--- config.mk ---
export PLATFORM = sky130hd
export DESIGN_NAME = protocol_rx
export DESIGN_NICKNAME = d
export VERILOG_FILES = /design/src/rtl/protocol_rx.sv
export SDC_FILE = /design/constraint.sdc
export NUM_CORES = 1
export LEC_CHECK = 0
export ABC_AREA = 1
export ABC_CLOCK_PERIOD_IN_PS = 4600
export CAP_MARGIN = 10
export CORE_ASPECT_RATIO = 1.75
export CORE_UTILIZATION = 40
export DETAILED_ROUTE_END_ITERATION = 10
export HOLD_SLACK_MARGIN = 0.06
export RECOVER_POWER = 50
export SYNTH_ARGS = -nofsm -noshare
export SYNTH_HDL_FRONTEND = slang
export SYNTH_SLANG_ARGS = --single-unit
--- constraint.sdc ---
create_clock -name i_clk -period 4.6 [get_ports i_clk]
set_input_delay 0.69 -clock i_clk [delete_from_list [all_inputs] [get_ports i_clk]]
set_output_delay 0.69 -clock i_clk [all_outputs]
set_load 0.02 [all_outputs]
--- src/rtl/protocol_rx.sv ---
// -----------------------------------------------------------------------------
// protocol_rx - SPI frame decoder for the LED-lamp frame buffer.
//
// Samples the SPI bus in the i_clk domain through input synchronisers, parses
// cmd/len frames and turns payload data words into frame-buffer write strobes.
// Keyframe headers are held in shadow registers and committed only when the
// frame completes. Aborts, unknown commands and address overflow are flagged.
//
// Ports:
//   i_clk       system clock
//   i_rst       asynchronous active-high reset
//   i_dck       SPI clock (asynchronous, at most i_clk/4)
//   i_cs        SPI chip select, active low (asynchronous)
//   i_mosi      SPI data, MSB first (asynchronous)
//   o_wen       one-cycle write strobe
//   o_addr      write address, valid with o_wen
//   o_data      write data, valid with o_wen
//   o_type      committed keyframe type
//   o_time      committed keyframe duration
//   o_ready     one-cycle frame-complete pulse
//   o_err       one-cycle error pulse
//   o_err_code  last error cause: 1 abort, 2 unknown command, 3 address overflow
// -----------------------------------------------------------------------------
module protocol_rx #(
    parameter int c_ledboards = 30,
    parameter int c_bpc       = 12,
    parameter int c_cmd_w     = 5,
    parameter int c_len_w     = 11,
    parameter int c_type_w    = 6,
    parameter int c_time_w    = 10,
    parameter int c_off_w     = 16,
    parameter int c_sync      = 2,
    parameter int c_channels  = c_ledboards * 32,
    parameter int c_addr_w    = $clog2(c_ledboards * 32)
) (
    input  logic                i_clk,
    input  logic                i_rst,
    input  logic                i_dck,
    input  logic                i_cs,
    input  logic                i_mosi,
    output logic                o_wen,
    output logic [c_addr_w-1:0] o_addr,
    output logic [c_bpc-1:0]    o_data,
    output logic [c_type_w-1:0] o_type,
    output logic [c_time_w-1:0] o_time,
    output logic                o_ready,
    output logic                o_err,
    output logic [1:0]          o_err_code
);

    function automatic int max2(input int a, input int b);
        return (a > b) ? a : b;
    endfunction

    // One shift register serves every header field; it must hold the widest one.
    localparam int c_fld_w = max2(max2(max2(c_cmd_w, c_len_w), max2(c_type_w, c_time_w)), c_off_w);
    localparam int c_fc_w  = $clog2(c_fld_w + 1);
    localparam int c_wc_w  = $clog2(c_bpc);
    localparam int c_acc_w = c_off_w + 1;

    localparam logic [c_fc_w-1:0]  c_fc_one    = c_fc_w'(1);
    localparam logic [c_fc_w-1:0]  c_cmd_last  = c_fc_w'(c_cmd_w - 1);
    localparam logic [c_fc_w-1:0]  c_len_last  = c_fc_w'(c_len_w - 1);
    localparam logic [c_fc_w-1:0]  c_type_last = c_fc_w'(c_type_w - 1);
    localparam logic [c_fc_w-1:0]  c_time_last = c_fc_w'(c_time_w - 1);
    localparam logic [c_fc_w-1:0]  c_off_last  = c_fc_w'(c_off_w - 1);
    localparam logic [c_wc_w-1:0]  c_wc_one    = c_wc_w'(1);
    localparam logic [c_wc_w-1:0]  c_bpc_last  = c_wc_w'(c_bpc - 1);
    localparam logic [c_acc_w-1:0] c_acc_one   = c_acc_w'(1);
    localparam logic [c_acc_w-1:0] c_acc_lim   = c_acc_w'(c_channels);
    localparam logic [c_len_w-1:0] c_len_one   = c_len_w'(1);
    localparam logic [c_cmd_w-1:0] c_cmd_key   = '0;
    localparam logic [c_cmd_w-1:0] c_cmd_off   = c_cmd_w'(1);

    localparam logic [1:0] c_err_abort = 2'd1;
    localparam logic [1:0] c_err_cmd   = 2'd2;
    localparam logic [1:0] c_err_ovf   = 2'd3;

    typedef enum logic [2:0] {
        S_IDLE,
        S_CMD,
        S_LEN,
        S_PAYLOAD,
        S_DONE
    } state_t;

    // Where we are inside the payload; chosen by cmd when LEN completes.
    typedef enum logic [2:0] {
        PH_TYPE,
        PH_TIME,
        PH_OFF,
        PH_DATA,
        PH_SKIP
    } phase_t;

    // ------------------------------------------------------------------
    // Input path: synchronisers, edge register, registered bit event.
    // ------------------------------------------------------------------
    logic [c_sync-1:0] dck_sync;
    logic [c_sync-1:0] cs_sync;
    logic [c_sync-1:0] mosi_sync;
    logic              dck_prev;
    logic              cs_prev;
    logic              ev;
    logic              bit_in;
    logic              cs_rise;

    // NOTE: sequential state is assigned with <= so every flop samples the
    // pre-edge value of its neighbours; with = the synchroniser chain would
    // collapse into a single stage.
    always_ff @(posedge i_clk or posedge i_rst) begin
        if (i_rst) begin
            dck_sync  <= '0;
            cs_sync   <= '0;
            mosi_sync <= '0;
            dck_prev  <= 1'b0;
            cs_prev   <= 1'b0;
            ev        <= 1'b0;
            bit_in    <= 1'b0;
            cs_rise   <= 1'b0;
        end else begin
            dck_sync  <= {dck_sync[c_sync-2:0], i_dck};
            cs_sync   <= {cs_sync[c_sync-2:0], i_cs};
            mosi_sync <= {mosi_sync[c_sync-2:0], i_mosi};
            dck_prev  <= dck_sync[c_sync-1];
            cs_prev   <= cs_sync[c_sync-1];
            // Gating with the previous cs lets a final dck edge that arrives
            // together with cs rising still count as a bit.
            ev        <= dck_sync[c_sync-1] & ~dck_prev & ~cs_prev;
            bit_in    <= mosi_sync[c_sync-1];
            cs_rise   <= cs_sync[c_sync-1] & ~cs_prev;
        end
    end

    // ------------------------------------------------------------------
    // Frame parser state.
    // ------------------------------------------------------------------
    state_t               state;
    state_t               state_nx;
    phase_t               phase;
    logic [c_fld_w-2:0]   fld;
    logic [c_fld_w-1:0]   shifted;
    logic [c_fc_w-1:0]    fcnt;
    logic [c_cmd_w-1:0]   cmd_q;
    logic [c_len_w-1:0]   byte_cnt;
    logic [2:0]           bib;
    logic [c_wc_w-1:0]    wcnt;
    logic [c_bpc-2:0]     word;
    logic [c_acc_w-1:0]   addr_acc;
    logic [c_type_w-1:0]  type_sh;
    logic [c_time_w-1:0]  time_sh;
    logic                 ovf_seen;
    logic                 fin;

    logic                 busy;
    logic                 cmd_done;
    logic                 len_done;
    logic [c_len_w-1:0]   len_val;
    logic                 final_bit;
    logic                 abort;
    logic                 take;

    assign shifted   = {fld, bit_in};
    assign len_val   = shifted[c_len_w-1:0];
    assign busy      = (state == S_CMD) || (state == S_LEN) || (state == S_PAYLOAD);
    assign cmd_done  = (fcnt == c_cmd_last);
    assign len_done  = (fcnt == c_len_last);
    assign final_bit = ((state == S_LEN) && len_done && (len_val == '0)) ||
                       ((state == S_PAYLOAD) && (bib == 3'd7) && (byte_cnt == c_len_one));
    // A cs rise that coincides with the frame's last bit, or arrives while the
    // completion is already pending, does not abort.
    assign abort     = cs_rise && busy && !fin && !(ev && final_bit);
    assign take      = ev && !abort;
    assign o_ready   = (state == S_DONE);

    always_ff @(posedge i_clk or posedge i_rst) begin
        if (i_rst) state <= S_IDLE;
        else       state <= state_nx;
    end

    // fin is set by the frame's last bit and moves the FSM to DONE one cycle
    // later, so the last write strobe (E+1) always precedes o_ready (E+2).
    always_comb begin
        // NOTE: the default assignment first keeps this block free of latches
        // on every path that does not change state.
        state_nx = state;
        unique case (state)
            S_IDLE:    if (take) state_nx = S_CMD;
            S_CMD: begin
                if (abort)                 state_nx = S_IDLE;
                else if (take && cmd_done) state_nx = S_LEN;
            end
            S_LEN: begin
                if (abort)                                     state_nx = S_IDLE;
                else if (fin)                                  state_nx = S_DONE;
                else if (take && len_done && (len_val != '0))  state_nx = S_PAYLOAD;
            end
            S_PAYLOAD: begin
                if (abort)    state_nx = S_IDLE;
                else if (fin) state_nx = S_DONE;
            end
            S_DONE:    state_nx = S_IDLE;
            default:   state_nx = S_IDLE;
        endcase
    end

    always_ff @(posedge i_clk or posedge i_rst) begin
        if (i_rst) begin
            phase      <= PH_TYPE;
            fld        <= '0;
            fcnt       <= '0;
            cmd_q      <= '0;
            byte_cnt   <= '0;
            bib        <= '0;
            wcnt       <= '0;
            word       <= '0;
            addr_acc   <= '0;
            type_sh    <= '0;
            time_sh    <= '0;
            ovf_seen   <= 1'b0;
            fin        <= 1'b0;
            o_wen      <= 1'b0;
            o_addr     <= '0;
            o_data     <= '0;
            o_type     <= '0;
            o_time     <= '0;
            o_err      <= 1'b0;
            o_err_code <= '0;
        end else begin
            o_wen <= 1'b0;
            o_err <= 1'b0;
            fin   <= 1'b0;

            if (abort) begin
                // Abort beats any overflow or word completion in this cycle.
                o_err      <= 1'b1;
                o_err_code <= c_err_abort;
            end else if (fin) begin
                if (cmd_q == c_cmd_key) begin
                    o_type <= type_sh;
                    o_time <= time_sh;
                end
            end else if (take) begin
                unique case (state)
                    S_IDLE: begin
                        fld      <= shifted[c_fld_w-2:0];
                        fcnt     <= c_fc_one;
                        ovf_seen <= 1'b0;
                    end
                    S_CMD: begin
                        fld <= shifted[c_fld_w-2:0];
                        if (cmd_done) begin
                            cmd_q <= shifted[c_cmd_w-1:0];
                            fcnt  <= '0;
                        end else begin
                            fcnt <= fcnt + c_fc_one;
                        end
                    end
                    S_LEN: begin
                        fld <= shifted[c_fld_w-2:0];
                        if (len_done) begin
                            fcnt     <= '0;
                            byte_cnt <= len_val;
                            bib      <= '0;
                            wcnt     <= '0;
                            fin      <= (len_val == '0);
                            if (cmd_q == c_cmd_key) begin
                                // Fresh shadows so a short keyframe commits zeros,
                                // not leftovers from an earlier aborted frame.
                                phase    <= PH_TYPE;
                                type_sh  <= '0;
                                time_sh  <= '0;
                                addr_acc <= '0;
                            end else if (cmd_q == c_cmd_off) begin
                                phase <= PH_OFF;
                            end else begin
                                phase      <= PH_SKIP;
                                o_err      <= 1'b1;
                                o_err_code <= c_err_cmd;
                            end
                        end else begin
                            fcnt <= fcnt + c_fc_one;
                        end
                    end
                    S_PAYLOAD: begin
                        bib <= bib + 3'd1;
                        if (bib == 3'd7) byte_cnt <= byte_cnt - c_len_one;
                        fin <= final_bit;
                        unique case (phase)
                            PH_TYPE: begin
                                fld <= shifted[c_fld_w-2:0];
                                if (fcnt == c_type_last) begin
                                    type_sh <= shifted[c_type_w-1:0];
                                    fcnt    <= '0;
                                    phase   <= PH_TIME;
                                end else begin
                                    fcnt <= fcnt + c_fc_one;
                                end
                            end
                            PH_TIME: begin
                                fld <= shifted[c_fld_w-2:0];
                                if (fcnt == c_time_last) begin
                                    time_sh <= shifted[c_time_w-1:0];
                                    fcnt    <= '0;
                                    phase   <= PH_DATA;
                                end else begin
                                    fcnt <= fcnt + c_fc_one;
                                end
                            end
                            PH_OFF: begin
                                fld <= shifted[c_fld_w-2:0];
                                if (fcnt == c_off_last) begin
                                    addr_acc <= {1'b0, shifted[c_off_w-1:0]};
                                    fcnt     <= '0;
                                    phase    <= PH_DATA;
                                end else begin
                                    fcnt <= fcnt + c_fc_one;
                                end
                            end
                            PH_DATA: begin
                                word <= {word[c_bpc-3:0], bit_in};
                                if (wcnt == c_bpc_last) begin
                                    wcnt     <= '0;
                                    // The accumulator is one bit wider than the
                                    // offset field, so it never wraps below the limit.
                                    addr_acc <= addr_acc + c_acc_one;
                                    if (addr_acc >= c_acc_lim) begin
                                        if (!ovf_seen) begin
                                            ovf_seen   <= 1'b1;
                                            o_err      <= 1'b1;
                                            o_err_code <= c_err_ovf;
                                        end
                                    end else begin
                                        o_wen  <= 1'b1;
                                        o_addr <= addr_acc[c_addr_w-1:0];
                                        o_data <= {word, bit_in};
                                    end
                                end else begin
                                    wcnt <= wcnt + c_wc_one;
                                end
                            end
                            default: ;
                        endcase
                    end
                    default: ;
                endcase
            end
        end
    end

endmodule

==> metrics.txt <==
first-pass GRT wire length 29.7 mm; hold buffer count at cts 0; Post-synth EDFFs 0; Worst EP required 4.90 ns; grt ovf 0; synthesized area per cell 8.30 um^2; DRT antenna net count 0; hpwl dp 12.9 mm; CTS tree done; Syn. warnings 0; Cell Area, Placed 8010 um^2; Primary FF master, synth dfrtp_1; Sw Share 0.367; most frequent cell after synthesis nand2_1; H-tree lvl count 4; Yosys top cell area share 0.502; dominant cell type by area after synthesis dfrtp_1; Final nets 945; relative slew slack -0.222; CP Class flop to flop; net count after synthesis 906; number of global-route vias before repair 5866; Worst Hold Class flop to flop; detailed-route vias per instance 5.01; post_cts resized 0; CTS Sinks 148; Design Area, Final 8540 um^2; Iter 0 DRT Violations 329; Clock Latency Late Sink 0.43 ns; final hold vios 0; CORE AREA 18100 um^2; Flop pwr share 0.407; final WL 17.7 mm; Synth area leaders dfrtp_1, nand2_1, nand3_1; drt first pass iters 4; Int Power 2.42 mW; Placement Setup Slack 1.67 ns; NetSw 1.41 mW; Final Max Tran Viols 145; Fmax 0.319 GHz; Synth Cell Area 7370 um^2; Die H 182 um; GRT Util Overall 0.202; RSZ-0062 raised after global routing false; routed len/inst 15.0 um; max-cap viol count 2; clock transition at the registers of the reported paths 0.07 ns; Synth cell types 42; I/O Buffers 47; largest net degree at the start of global routing 76; Clk pwr share 0.351; Max Clock Skew 0.00853 ns; Gate Count Post-Synth 888; Synth top cells by count nand2_1, dfrtp_1, inv_1; Worst-Margin Slew 1.83 ns; setup violators final 0; synthesis-to-finish area growth 15.8%; Worst IR Drop VDD 0.222 mV; status complete, but fails checks; antenna violations before repair 0; Die Wd 105 um; final worst slack 1.47 ns; register area share after synthesis 0.502; pwr/cell area 449 nW/um^2; period utilisation layout 0.681; CTS Buf Count 17; Ports 48; CP Capture Type flop; via count 5877; Rows 65; Inst Count DP 1142; Post-synth ARST share 1.00; DRC 0; Leakage Power 4.09 nW; Tmin final 3.13 ns; # diodes 0; # fillers 1830; Post-Layout Cell Count 1174; Starting Density 0.408; clk buf depth 2; CP startpoint kind flop; Final GP Congestion 0.909; layout cells sized above 1 0.0989; CP arrival 3.44 ns; Die Area 19000 um^2; Design Power 3.83 mW; setup tns final 0 ns; clk root buf clkbuf_16; combinational share of power 0.243; failing checks max-capacitance violations, max-slew violations; critical path fanouts, max 29; Post-CTS Setup Bufs 0; Seq cells post-synth 148
area by class of cell:
| class | count | area, um^2 | share of cell area |
|---|---|---|---|
| Clock inverter | 14 | 130 | 0.0152 |
| Sequential cell | 148 | 3700 | 0.434 |
| Timing Repair Buffer | 50 | 488 | 0.0572 |
| Clock buffer | 18 | 439 | 0.0514 |
| Multi-Input combinational cell | 618 | 3140 | 0.367 |
| Inverter | 92 | 348 | 0.0407 |
| Tap cell | 234 | 293 | 0.0343 |
routing by layer:
metal  part of all wire  vias to the layer above  track usage
li1                   -                     2952            -
met1               0.40                     2779        0.225
met2               0.54                      106        0.362
met3              0.027                       40       0.0366
met4              0.041                        0        0.108
met5                  0                        -            0
cells in the final DEF, fill, tap and decap left out, types with 6 or more instances in the layout:
| cell type | instances |
|---|---|
| inv_6 | 6 |
| nand3b_1 | 6 |
| nor3_1 | 13 |
| clkdlybuf4s50_1 | 43 |
| o21ai_0 | 63 |
| nand3_1 | 80 |
| o21ai_2 | 14 |
| inv_1 | 86 |
| nor2_1 | 77 |
| nand4_1 | 7 |
| mux2_2 | 16 |
| dfrtp_1 | 148 |
| nand2_1 | 242 |
| ha_1 | 13 |
| xor2_1 | 7 |
| o21ai_1 | 19 |
| nand2_2 | 6 |
| clkbuf_16 | 17 |
| a21oi_1 | 17 |
registers in the layout (all words and copies together), names as in the netlist, 3 cells and up:
name / cells
o_addr: 10
bib: 3
addr_acc: 17
phase: 3
o_data: 12
byte_cnt: 11
fcnt: 5
fld: 15
o_time: 10
type_sh: 6
cmd_q: 5
o_type: 6
time_sh: 10
state: 3
word: 11
wcnt: 4
per-stage QoR:
stage               hold slack [ns]  utilization
floorplan                     0.331            -
global placement              0.334        0.443
detailed placement            0.345        0.443
CTS                           0.358        0.475
global route                  0.367        0.473
finish                        0.352        0.473
path summary, 6_finish.rpt:
check	slack (ns)	startpoint	to	cells past startpoint
worst max register to register	1.47	state[2]	fcnt[4]	13
worst min-delay path	0.35	mosi_sync[1]	bit_in	0
worst min register to register	0.35	mosi_sync[1]	bit_in	0
max in group asynchronous	1.94	i_rst	o_addr[9]	3
min in group asynchronous	0.63	i_rst	o_time[3]	2
worst max-delay path	1.47	state[2]	fcnt[4]	13
power by group through the flow:
stage | logic, mW | registers, mW | clock network, mW
after global placement | 0.928 | 1.58 | 0
after floorplan | 0.719 | 1.55 | 0
final | 0.929 | 1.56 | 1.34
after global routing | 1.06 | 1.58 | 1.43
after detailed placement | 0.933 | 1.58 | 0
after CTS | 0.939 | 1.56 | 1.38
critical path, stage by stage (launching register included):
cell     delay, ns
dfrtp_1       0.43
inv_2         0.10
nand3_1       0.36
buf_4         0.37
nor2_1        0.11
nand3_1       0.09
nand2_1       0.11
nand2_2       0.07
nand2_4       0.14
nand2_4       0.10
nor2_8        0.18
nand2_2       0.41
inv_1         0.40
o21ai_0       0.13
kinds of logic after synthesis:
| kind of cell | synth area share |
|---|---|
| flops | 0.502 |
| mux | 0.0244 |
| buf+inv | 0.0716 |
| fa+ha+maj | 0.0221 |
| simple gates | 0.267 |
| xor+xnor | 0.0107 |
| compound gates | 0.102 |
No activity file was read; power rests on OpenSTA's default activity.
